$ cat config.mk
export PLATFORM = sky130hd
export DESIGN_NAME = mips_fetch_stage
export DESIGN_NICKNAME = d
export VERILOG_FILES = /design/src/rtl/mips_fetch_stage.sv
export SDC_FILE = /design/constraint.sdc
export NUM_CORES = 1
export LEC_CHECK = 0
export ABC_AREA = 1
export BUFFER_PORTS_ARGS = -buffer_cell sky130_fd_sc_hd__buf_2
export CORE_ASPECT_RATIO = 1.4
export CORE_UTILIZATION = 49
export DETAILED_ROUTE_END_ITERATION = 8
export GPL_TIMING_DRIVEN = 1
export PLACE_DENSITY = 0.81
export SETUP_SLACK_MARGIN = 0.3
export SYNTH_ARGS = -nofsm -noshare
export SYNTH_HDL_FRONTEND = slang
export SYNTH_SLANG_ARGS = --single-unit
$ cat constraint.sdc
create_clock -name i_clk -period 4.6 [get_ports i_clk]
set_clock_uncertainty 0.1 [all_clocks]
set_input_delay 0.23 -clock i_clk [delete_from_list [all_inputs] [get_ports i_clk]]
set_output_delay 0.23 -clock i_clk [all_outputs]
set_load 0.02 [all_outputs]
$ cat src/rtl/mips_fetch_stage.sv
// MIPS instruction-fetch stage: PC register, synchronous-ROM skid buffer and IF/ID register.
// Optional perf counters are built only when FETCH_PERF_CNT_EN is defined.
module mips_fetch_stage #(
   parameter logic [31:0] RESET_PC = 32'h0000_0000,
   parameter int unsigned ROM_AW   = 8,
   parameter logic [31:0] NOP_WORD = 32'h0000_0000
) (
   input  logic              i_clk,
   input  logic              i_rst,
   output logic [ROM_AW-1:0] o_rom_addr,
   input  logic [31:0]       i_rom_data,
   input  logic              i_stall,
   input  logic              i_kill,
   input  logic [31:0]       i_redirect_pc,
   output logic [31:0]       o_pc,
   output logic [31:0]       o_ifid_instr,
   output logic [31:0]       o_ifid_pc4,
   output logic              o_ifid_valid,
   output logic [15:0]       o_stall_cycles,
   output logic [15:0]       o_kill_count
);

   logic [31:0] pc_q, pc_d;
   logic [31:0] f_pc_q, f_pc_d;
   logic        f_valid_q, f_valid_d;
   logic        skid_valid_q, skid_valid_d;
   logic [31:0] skid_word_q, skid_word_d;
   logic [31:0] ifid_instr_q, ifid_instr_d;
   logic [31:0] ifid_pc4_q, ifid_pc4_d;
   logic        ifid_valid_q, ifid_valid_d;
   logic [31:0] fw_s;
   logic        fv_s;

   assign o_rom_addr   = pc_q[ROM_AW+1:2];
   assign fw_s         = skid_valid_q ? skid_word_q : i_rom_data;
   assign fv_s         = skid_valid_q | f_valid_q;
   assign o_pc         = pc_q;
   assign o_ifid_instr = ifid_instr_q;
   assign o_ifid_pc4   = ifid_pc4_q;
   assign o_ifid_valid = ifid_valid_q;

   always_comb begin
      pc_d         = pc_q;
      f_pc_d       = pc_q;
      f_valid_d    = 1'b1;
      skid_valid_d = skid_valid_q;
      skid_word_d  = skid_word_q;
      ifid_instr_d = ifid_instr_q;
      ifid_pc4_d   = ifid_pc4_q;
      ifid_valid_d = ifid_valid_q;
      if (i_kill) begin
         pc_d         = i_redirect_pc & 32'hFFFF_FFFC;
         f_valid_d    = 1'b0;
         skid_valid_d = 1'b0;
         ifid_instr_d = NOP_WORD;
         ifid_pc4_d   = 32'h0000_0000;
         ifid_valid_d = 1'b0;
      end else if (i_stall) begin
         // f_pc is kept so the skid word retains the PC it was fetched from
         f_pc_d    = f_pc_q;
         f_valid_d = 1'b0;
         if (!skid_valid_q && f_valid_q) begin
            skid_word_d  = i_rom_data;
            skid_valid_d = 1'b1;
         end else begin
            skid_word_d  = skid_word_q;
            skid_valid_d = skid_valid_q;
         end
      end else begin
         ifid_instr_d = fw_s;
         ifid_pc4_d   = f_pc_q + 32'd4;
         ifid_valid_d = fv_s;
         skid_valid_d = 1'b0;
         // Draining the skid: hold pc one cycle so its word is re-read cleanly
         if (skid_valid_q) begin
            pc_d      = pc_q;
            f_valid_d = 1'b0;
         end else begin
            pc_d = pc_q + 32'd4;
         end
      end
   end

   always_ff @(posedge i_clk or posedge i_rst) begin
      if (i_rst) begin
         pc_q         <= RESET_PC;
         f_pc_q       <= 32'h0000_0000;
         f_valid_q    <= 1'b0;
         skid_valid_q <= 1'b0;
         skid_word_q  <= 32'h0000_0000;
         ifid_instr_q <= NOP_WORD;
         ifid_pc4_q   <= 32'h0000_0000;
         ifid_valid_q <= 1'b0;
      end else begin
         pc_q         <= pc_d;
         f_pc_q       <= f_pc_d;
         f_valid_q    <= f_valid_d;
         skid_valid_q <= skid_valid_d;
         skid_word_q  <= skid_word_d;
         ifid_instr_q <= ifid_instr_d;
         ifid_pc4_q   <= ifid_pc4_d;
         ifid_valid_q <= ifid_valid_d;
      end
   end

`ifdef FETCH_PERF_CNT_EN
   logic [15:0] stall_cnt_q, stall_cnt_d;
   logic [15:0] kill_cnt_q, kill_cnt_d;

   always_comb begin
      stall_cnt_d = stall_cnt_q;
      kill_cnt_d  = kill_cnt_q;
      if (i_kill) begin
         if (kill_cnt_q != 16'hFFFF) begin
            kill_cnt_d = kill_cnt_q + 16'd1;
         end else begin
            kill_cnt_d = kill_cnt_q;
         end
      end else if (i_stall) begin
         if (stall_cnt_q != 16'hFFFF) begin
            stall_cnt_d = stall_cnt_q + 16'd1;
         end else begin
            stall_cnt_d = stall_cnt_q;
         end
      end else begin
         stall_cnt_d = stall_cnt_q;
      end
   end

   always_ff @(posedge i_clk or posedge i_rst) begin
      if (i_rst) begin
         stall_cnt_q <= 16'h0000;
         kill_cnt_q  <= 16'h0000;
      end else begin
         stall_cnt_q <= stall_cnt_d;
         kill_cnt_q  <= kill_cnt_d;
      end
   end

   assign o_stall_cycles = stall_cnt_q;
   assign o_kill_count   = kill_cnt_q;
`else
   assign o_stall_cycles = 16'h0000;
   assign o_kill_count   = 16'h0000;
`endif

endmodule

==> results of run 1 <==
==> through the flow <==
stage	util	cell area (um2)	worst slack [ns]	power, W	cells
after floorplan	-	8500	2.27	0.00214	1141
after CTS	0.616	10300	2.34	0.00384	1522
after global routing	0.616	10300	2.12	0.00400	1522
final	0.616	10300	2.36	0.00381	1522
after global placement	0.545	9120	2.06	0.00230	1434
after detailed placement	0.545	9120	1.98	0.00232	1434
==> worst max-delay path, cell delays in order (launching register included) <==
cell	delay (ns)
dfrtp_1	0.45
clkinv_1	0.07
buf_4	0.48
nand3_4	0.60
o21ai_0	0.43
==> area by class of cell <==
class / count / area share
Clock buffer: 21 / 0.0456
Clock inverter: 11 / 0.0152
Inverter: 92 / 0.0339
Multi-Input combinational cell: 808 / 0.357
Sequential cell: 158 / 0.383
Tap cell: 203 / 0.0246
Timing Repair Buffer: 229 / 0.141
==> metal layers <==
metal	part of all wire	vias to the layer above	track usage	routed length [um]
li1	-	3845	-	-
met1	0.41	3549	0.304	8860
met2	0.49	272	0.435	10500
met3	0.047	61	0.0349	997
met4	0.049	0	0.166	1060
met5	0	-	0	0
==> report_power, final <==
group / switching (W) / internal [W]
Sequential: 0.000148 / 0.00155
Clock: 0.000567 / 0.000903
Combinational: 0.000416 / 0.000226
==> registers in the layout (all words and copies together) (netlist names) <==
| signal | cells |
|---|---|
| o_ifid_instr | 32 |
| skid_word_q | 32 |
| o_pc | 30 |
| o_ifid_pc4 | 31 |
| o_ifid_valid | 1 |
| f_pc_q | 30 |
| skid_valid_q | 1 |
| f_valid_q | 1 |
==> worst min path at each step <==
stage	start	end	slack (ns)	cells past startpoint
5_1_grt	i_rom_data[20]	skid_word_q[20]	0.02	3
6_report	i_rom_data[20]	skid_word_q[20]	0.01	3
3_3_place_gp	i_redirect_pc[19]	o_pc[19]	0.35	3
2_1_floorplan	i_redirect_pc[13]	o_pc[13]	0.25	2
4_1_cts	i_rom_data[17]	skid_word_q[17]	0.001	3
3_5_place_dp	i_redirect_pc[30]	o_pc[30]	0.35	3
==> cells in the mapped netlist (2+ instances only) <==
master | n | area share
nand3_2 | 2 | 0.0024
nand3_1 | 67 | 0.040
inv_1 | 89 | 0.040
o211ai_1 | 8 | 0.0072
nor2_8 | 2 | 0.0048
o21bai_1 | 4 | 0.0036
nand2_2 | 12 | 0.0090
clkbuf_1 | 18 | 0.0081
and3_1 | 2 | 0.0015
nor2_1 | 87 | 0.039
buf_2 | 20 | 0.012
or2_2 | 2 | 0.0015
inv_2 | 3 | 0.0013
nand4_1 | 6 | 0.0045
a21oi_1 | 11 | 0.0066
a32o_1 | 3 | 0.0036
xor2_1 | 7 | 0.0073
nor2_4 | 9 | 0.012
o21ai_1 | 8 | 0.0048
buf_4 | 44 | 0.039
nand2_1 | 385 | 0.17
dfrtp_1 | 158 | 0.47
xnor2_1 | 2 | 0.0021
o21ai_0 | 134 | 0.080
ha_1 | 2 | 0.0030
nor3_1 | 3 | 0.0018
nor2_2 | 10 | 0.0075
==> kinds of logic (layout without fill, tap and decap cells) <==
group                    after synthesis  in the layout  synth area share
AO/OA/AOI/OAI                        171            171             0.109
XOR/XNOR                               9              9           0.00942
adder cells (fa/ha/maj)                2              2           0.00299
buffers and inverters                175            353             0.103
flip-flops                           158            158             0.472
other                                  1             34          0.000448
AND/OR/NAND/NOR                      592            592             0.303
==> layout by cell type, fill, tap and decap left out, drive strengths merged, types with 4 or more instances in the layout <==
| master | instances |
|---|---|
| a21oi | 11 |
| buf | 173 |
| clkbuf | 21 |
| clkinv | 8 |
| conb | 34 |
| dfrtp | 158 |
| dlygate4sd3 | 56 |
| inv | 91 |
| nand2 | 398 |
| nand3 | 70 |
| nand4 | 6 |
| nor2 | 108 |
| o211ai | 8 |
| o21ai | 142 |
| o21bai | 4 |
| xor2 | 7 |
==> repair_timing <==
item / in CTS / in global routing
hold endpoints to repair: 58 / 0
hold buffers: 56 / 0
buffers inserted: 0 / 0
==> results by group, run 1 <==
Worst setup path
  • Crit Reg-Reg Endpoint: skid_word_q[20]
  • CP Launch Type: register
  • Worst setup path start: skid_valid_q
  • R2r setup slk: around 2.4 ns
  • Critical path type: register to register
  • Crit path DAT: ~2.5 ns
  • R2r startpoint: skid_valid_q
  • CP required: just under 5 ns
  • Crit Path Max Fanout: 65
  • Reg2reg path depth: 4
  • Crit. End Element: register
  • Critical path endpoint: skid_word_q[20]

Placed design
  • Hpwl dp: between 10,000 and 15,000 um
  • Routability congestion estimate: about 0.94
  • I/O Buffers: between 150 and 200

Pwr
  • Maximum VDD drop: between 0.15 and 0.2 mV
  • Pleak: ~5.3 nW
  • Power density cells: ~370 mW/mm2

Cells and area
  • FF+latch area: roughly 0.004 mm2
  • Final-layout fill cell count: between 1k and 1.5k
  • Area delta synth->final: 23.2%
  • # diodes: 0
  • Multi-input gate area in the final layout: 0.00368 mm2
  • Share of cells above drive strength 1: 0.188
  • Layout net count: between 1k and 1.5k

Synth
  • Gate Count Post-Synth: roughly 1.1k
  • Fraction of registers with async set/reset: 1.00
  • Number of synthesized flops with an enable pin: 0
  • Yosys cell types: 37
  • Synth Flop Type: dfrtp_1
  • Syn_area_per_cell: 7.55 um2
  • Seq cells post-synth: ~160
  • Synth Cell Area: 0.00837 mm2
  • Post-synthesis sequential area ratio: 0.472
  • Total of warnings raised by yosys: 0

Route
  • Post-route ant nets: 0
  • Total Routed Length: roughly 21,000 um
  • First DRT Iteration DRCs: 551
  • Vias: 7,727
  • # DRC: 0
  • Drt wl/cell: ~14 um
  • Via/cell ratio: between 5 and 6
  • Initial DRT Pass Iterations: 5

Clock tree
  • Max Root-Sink Buffers: 2
  • H-tree Lvls: 4
  • CTS Sinks: around 160
  • Clk pin slew, worst setup/hold paths: 0.06 ns
  • Post-CTS sizing: 0
  • Root Driver: clkbuf_16
  • Clock latency on the worst-skew pair: roughly 0.42 ns
  • Cts bufs inserted: 17
  • TritonCTS clock tree: done

Floorplan
  • Total core area: 0.0167 mm2
  • Rows: 56
  • Area of the die: ~0.018 mm2
  • Initial core utilization: 0.500
  • Die width: about 110 um
  • IO Pins: 205
  • Die Height: about 160 um

Global route
  • First-pass GRT wire length: approximately 35,000 um
  • Initial antenna violation count: 0
  • GRT overflow: 0
  • Largest net degree at the start of global routing: approximately 160
  • Number of global-route vias before repair: between 7k and 8k
  • All-layer global routing usage: 0.256

Timing
  • Fin. max-slew vios: 0
  • Worst Max-Slew Pin Slew: roughly 0.82 ns
  • Final period util: 0.488
  • Final hold violation count: 0
  • Final critical-path required period: 2.24 ns
  • Fin Setup TNS: 0 ns
  • Unrepaired setup endpoints after global routing: false
  • Hold Slack: approximately 0.015 ns
  • # setup viols final: 0
  • Fmax: between 0.4 and 0.5 GHz
  • Relative slew slack: 0.453

Run status
  • Status: completed

Hold path
  • Hold Crit Class: input port to register

Run
  • MaxCap Viol Count: 0
Power figures use the tool's default switching activity.
==> run 2, diff against run 1 <==
- CORE_UTILIZATION: 49 -> 54
- PLACE_DENSITY: 0.81 -> 0.85
- clock period: 4.6 -> 2.2 ns (I/O delays scaled with it)
==> run 2 against run 1 <==
Global-route usage is 3.2 points higher. Non-clock buffer count increased by 15. First-iteration DRC count increased by 9.3%. Flip-flop and latch count did not move. Final cell count grew 0.26%. Hold slack improved by 0.087 ns. Critical endpoint is now o_pc[30]. Highest routed layer unchanged. Critical path type unchanged.
==> results by group, run 2 (synthesized netlist as in run 1, its figures left out) <==
Worst setup path
  • CP max stage cell: dfrtp_1
  • Most used cell, CP: nand2_1
  • Crit path DAT: 1.98 ns (-0.48 ns)
  • Critical path endpoint: o_pc[30]
  • CP required: 2.41 ns (-2.40 ns)
  • Crit-path cells: nand2_1 -> nor2_2 -> nand2_1 -> nor2_1 -> nand2_1 -> nand2_1 -> nand2_1 -> nand2_1 -> nand3_1
  • Crit Path Max Fanout: 7 (-89%)
  • CP Launch Type: register
  • Critical path type: register to register
  • R2r startpoint: o_pc[8]
  • Reg2reg path depth: 9 (+5)
  • Worst setup path start: o_pc[8]
  • Slowest cell delay on critical path: 0.53 ns (-0.07 ns)
  • Crit Reg-Reg Endpoint: o_pc[30]
  • R2r setup slk: 0.43 ns (-1.92 ns)
  • Crit. End Element: register

Global route
  • First-pass GRT wire length: 36,000 um (+1.7%)
  • Number of global-route vias before repair: 7,498 (unchanged)
  • Largest net degree at the start of global routing: 65 (-59%)
  • GRT overflow: 0 (unchanged)
  • All-layer global routing usage: 0.288 (+0.0325)
  • Initial antenna violation count: 0 (unchanged)

Timing
  • Fin. max-slew vios: 0 (unchanged)
  • Fmax: 0.566 GHz (+27%)
  • Unrepaired setup endpoints after global routing: false
  • Relative slew slack: 0.569 (+0.116)
  • Final hold violation count: 0 (unchanged)
  • # setup viols final: 0 (unchanged)
  • Final period util: 0.803 (+0.315)
  • Worst Max-Slew Pin Slew: 0.646 ns (-0.174 ns)
  • Final critical-path required period: 1.77 ns (-0.478 ns)

Floorplan
  • Area of the die: 0.0160 mm2 (-9.1%)
  • Die width: 107 um (-4.7%)
  • IO Pins: 205 (unchanged)
  • Die Height: 149 um (-4.7%)
  • Rows: 53 (-5.4%)
  • Total core area: 0.0151 mm2 (-10%)
  • Initial core utilization: 0.556 (+0.0562)

Route
  • Post-route ant nets: 0 (unchanged)
  • Total Routed Length: 22,700 um (+5.9%)
  • Vias: 8,065 (+4.4%)
  • Initial DRT Pass Iterations: 8 (+3)
  • Drt wl/cell: 14.9 um (+5.6%)
  • # DRC: 0 (unchanged)
  • First DRT Iteration DRCs: 602 (+9.3%)
  • Via/cell ratio: 5.29 (+4.1%)

Cells and area
  • Area delta synth->final: 24.4%
  • # diodes: 0 (unchanged)
  • Fin area: 0.0104 mm2 (+0.97%)
  • Core Util, Final: 0.692 (+0.0759)
  • Most frequent cells in the layout: 385 x nand2_1, 168 x buf_2, 156 x dfrtp_1
  • Layout net count: 1,391 (+1.1%)
  • Commonest non-fill, non-tap cell in the layout: nand2_1
  • Share of cells above drive strength 1: 0.194 (+0.00613)

Clock tree
  • Clk pin slew, worst setup/hold paths: 0.07 ns (about the same)
  • Max Root-Sink Buffers: 2 (unchanged)
  • TritonCTS clock tree: done
  • CTS Sinks: 158 (unchanged)
  • H-tree Lvls: 4 (unchanged)
  • Clock latency on the worst-skew pair: 0.43 ns (about the same)
  • Setup bufs post-CTS: 0 (unchanged)
  • Root Driver: clkbuf_16
  • Cts bufs inserted: 17 (unchanged)

Pwr
  • Power density cells: 756 mW/mm2 (+100%)
  • Maximum VDD drop: 0.471 mV (+140%)
  • Pleak: 5.31 nW (+0.78%)

Placed design
  • Dpl cell area: 0.00918 mm2 (+0.56%)
  • Hpwl dp: 15,400 um (+4.4%)
  • Routability congestion estimate: 0.969 (+3.2%)
  • I/O Buffers: 168 (unchanged)

Run
  • MaxCap Viol Count: 0 (unchanged)

Run status
  • Status: completed

Hold path
  • Hold Crit Class: input port to register
==> run 2: cell type report <==
type,count,area (um2)
flip-flops and latches,158,3960
clock buffers,17,425
well taps,192,240
repair buffers,244,1600
inverters,92,349
clock inverters,15,165
fillers,1143,4640
multi-input cells,808,3680
==> run 2: what timing repair did <==
item / in CTS / in global routing
resized for setup: 0 / 3
hold buffers: 64 / 0
setup endpoints to repair: 0 / 3
hold endpoints to repair: 110 / 0
==> run 2: worst min-delay path by stage <==
| stage | depth (start not counted) | slack, ns | to | start |
|---|---|---|---|---|
| 4_1_cts | 4 | 0.09 | o_pc[22] | i_kill |
| 2_1_floorplan | 2 | 0.13 | o_pc[13] | i_redirect_pc[13] |
| 5_1_grt | 4 | 0.09 | o_pc[22] | i_kill |
| 6_report | 4 | 0.10 | o_pc[22] | i_kill |
| 3_3_place_gp | 2 | 0.06 | o_ifid_pc4[21] | i_rst |
| 3_5_place_dp | 2 | 0.06 | o_ifid_pc4[17] | i_rst |
==> run 2: critical path, delay by kind of cell, from the launching register on <==
| family | cells | cell delay (ns) |
|---|---|---|
| flops | 1 | 0.53 |
| simple gates | 9 | 1.00 |
==> run 2: power by group <==
group | internal [W] | switching (W)
clock | 0.00153 | 0.00138
sequential | 0.00324 | 0.000319
combinational | 0.000493 | 0.000905
==> run 2: stage by stage <==
step / total power (W) / instances / setup slack (ns) / hold WS [ns] / setup TNS, ns
3_5_place_dp: 0.00489 / 1430 / 0.433 / 0.0614 / 0
6_report: 0.00787 / 1526 / 0.434 / 0.102 / 0
3_3_place_gp: 0.00483 / 1430 / 0.495 / 0.0552 / 0
5_1_grt: 0.00822 / 1526 / 0.323 / 0.0881 / 0
4_1_cts: 0.00788 / 1526 / 0.400 / 0.0877 / 0
2_1_floorplan: 0.00448 / 1141 / -0.0109 / 0.134 / -1.72
==> run 2: per-layer routing <==
metal	part of all wire	vias up	global-route usage
met5	0	-	0
met2	0.50	365	0.484
li1	-	3888	-
met1	0.39	3741	0.354
met3	0.067	71	0.0537
met4	0.041	0	0.143
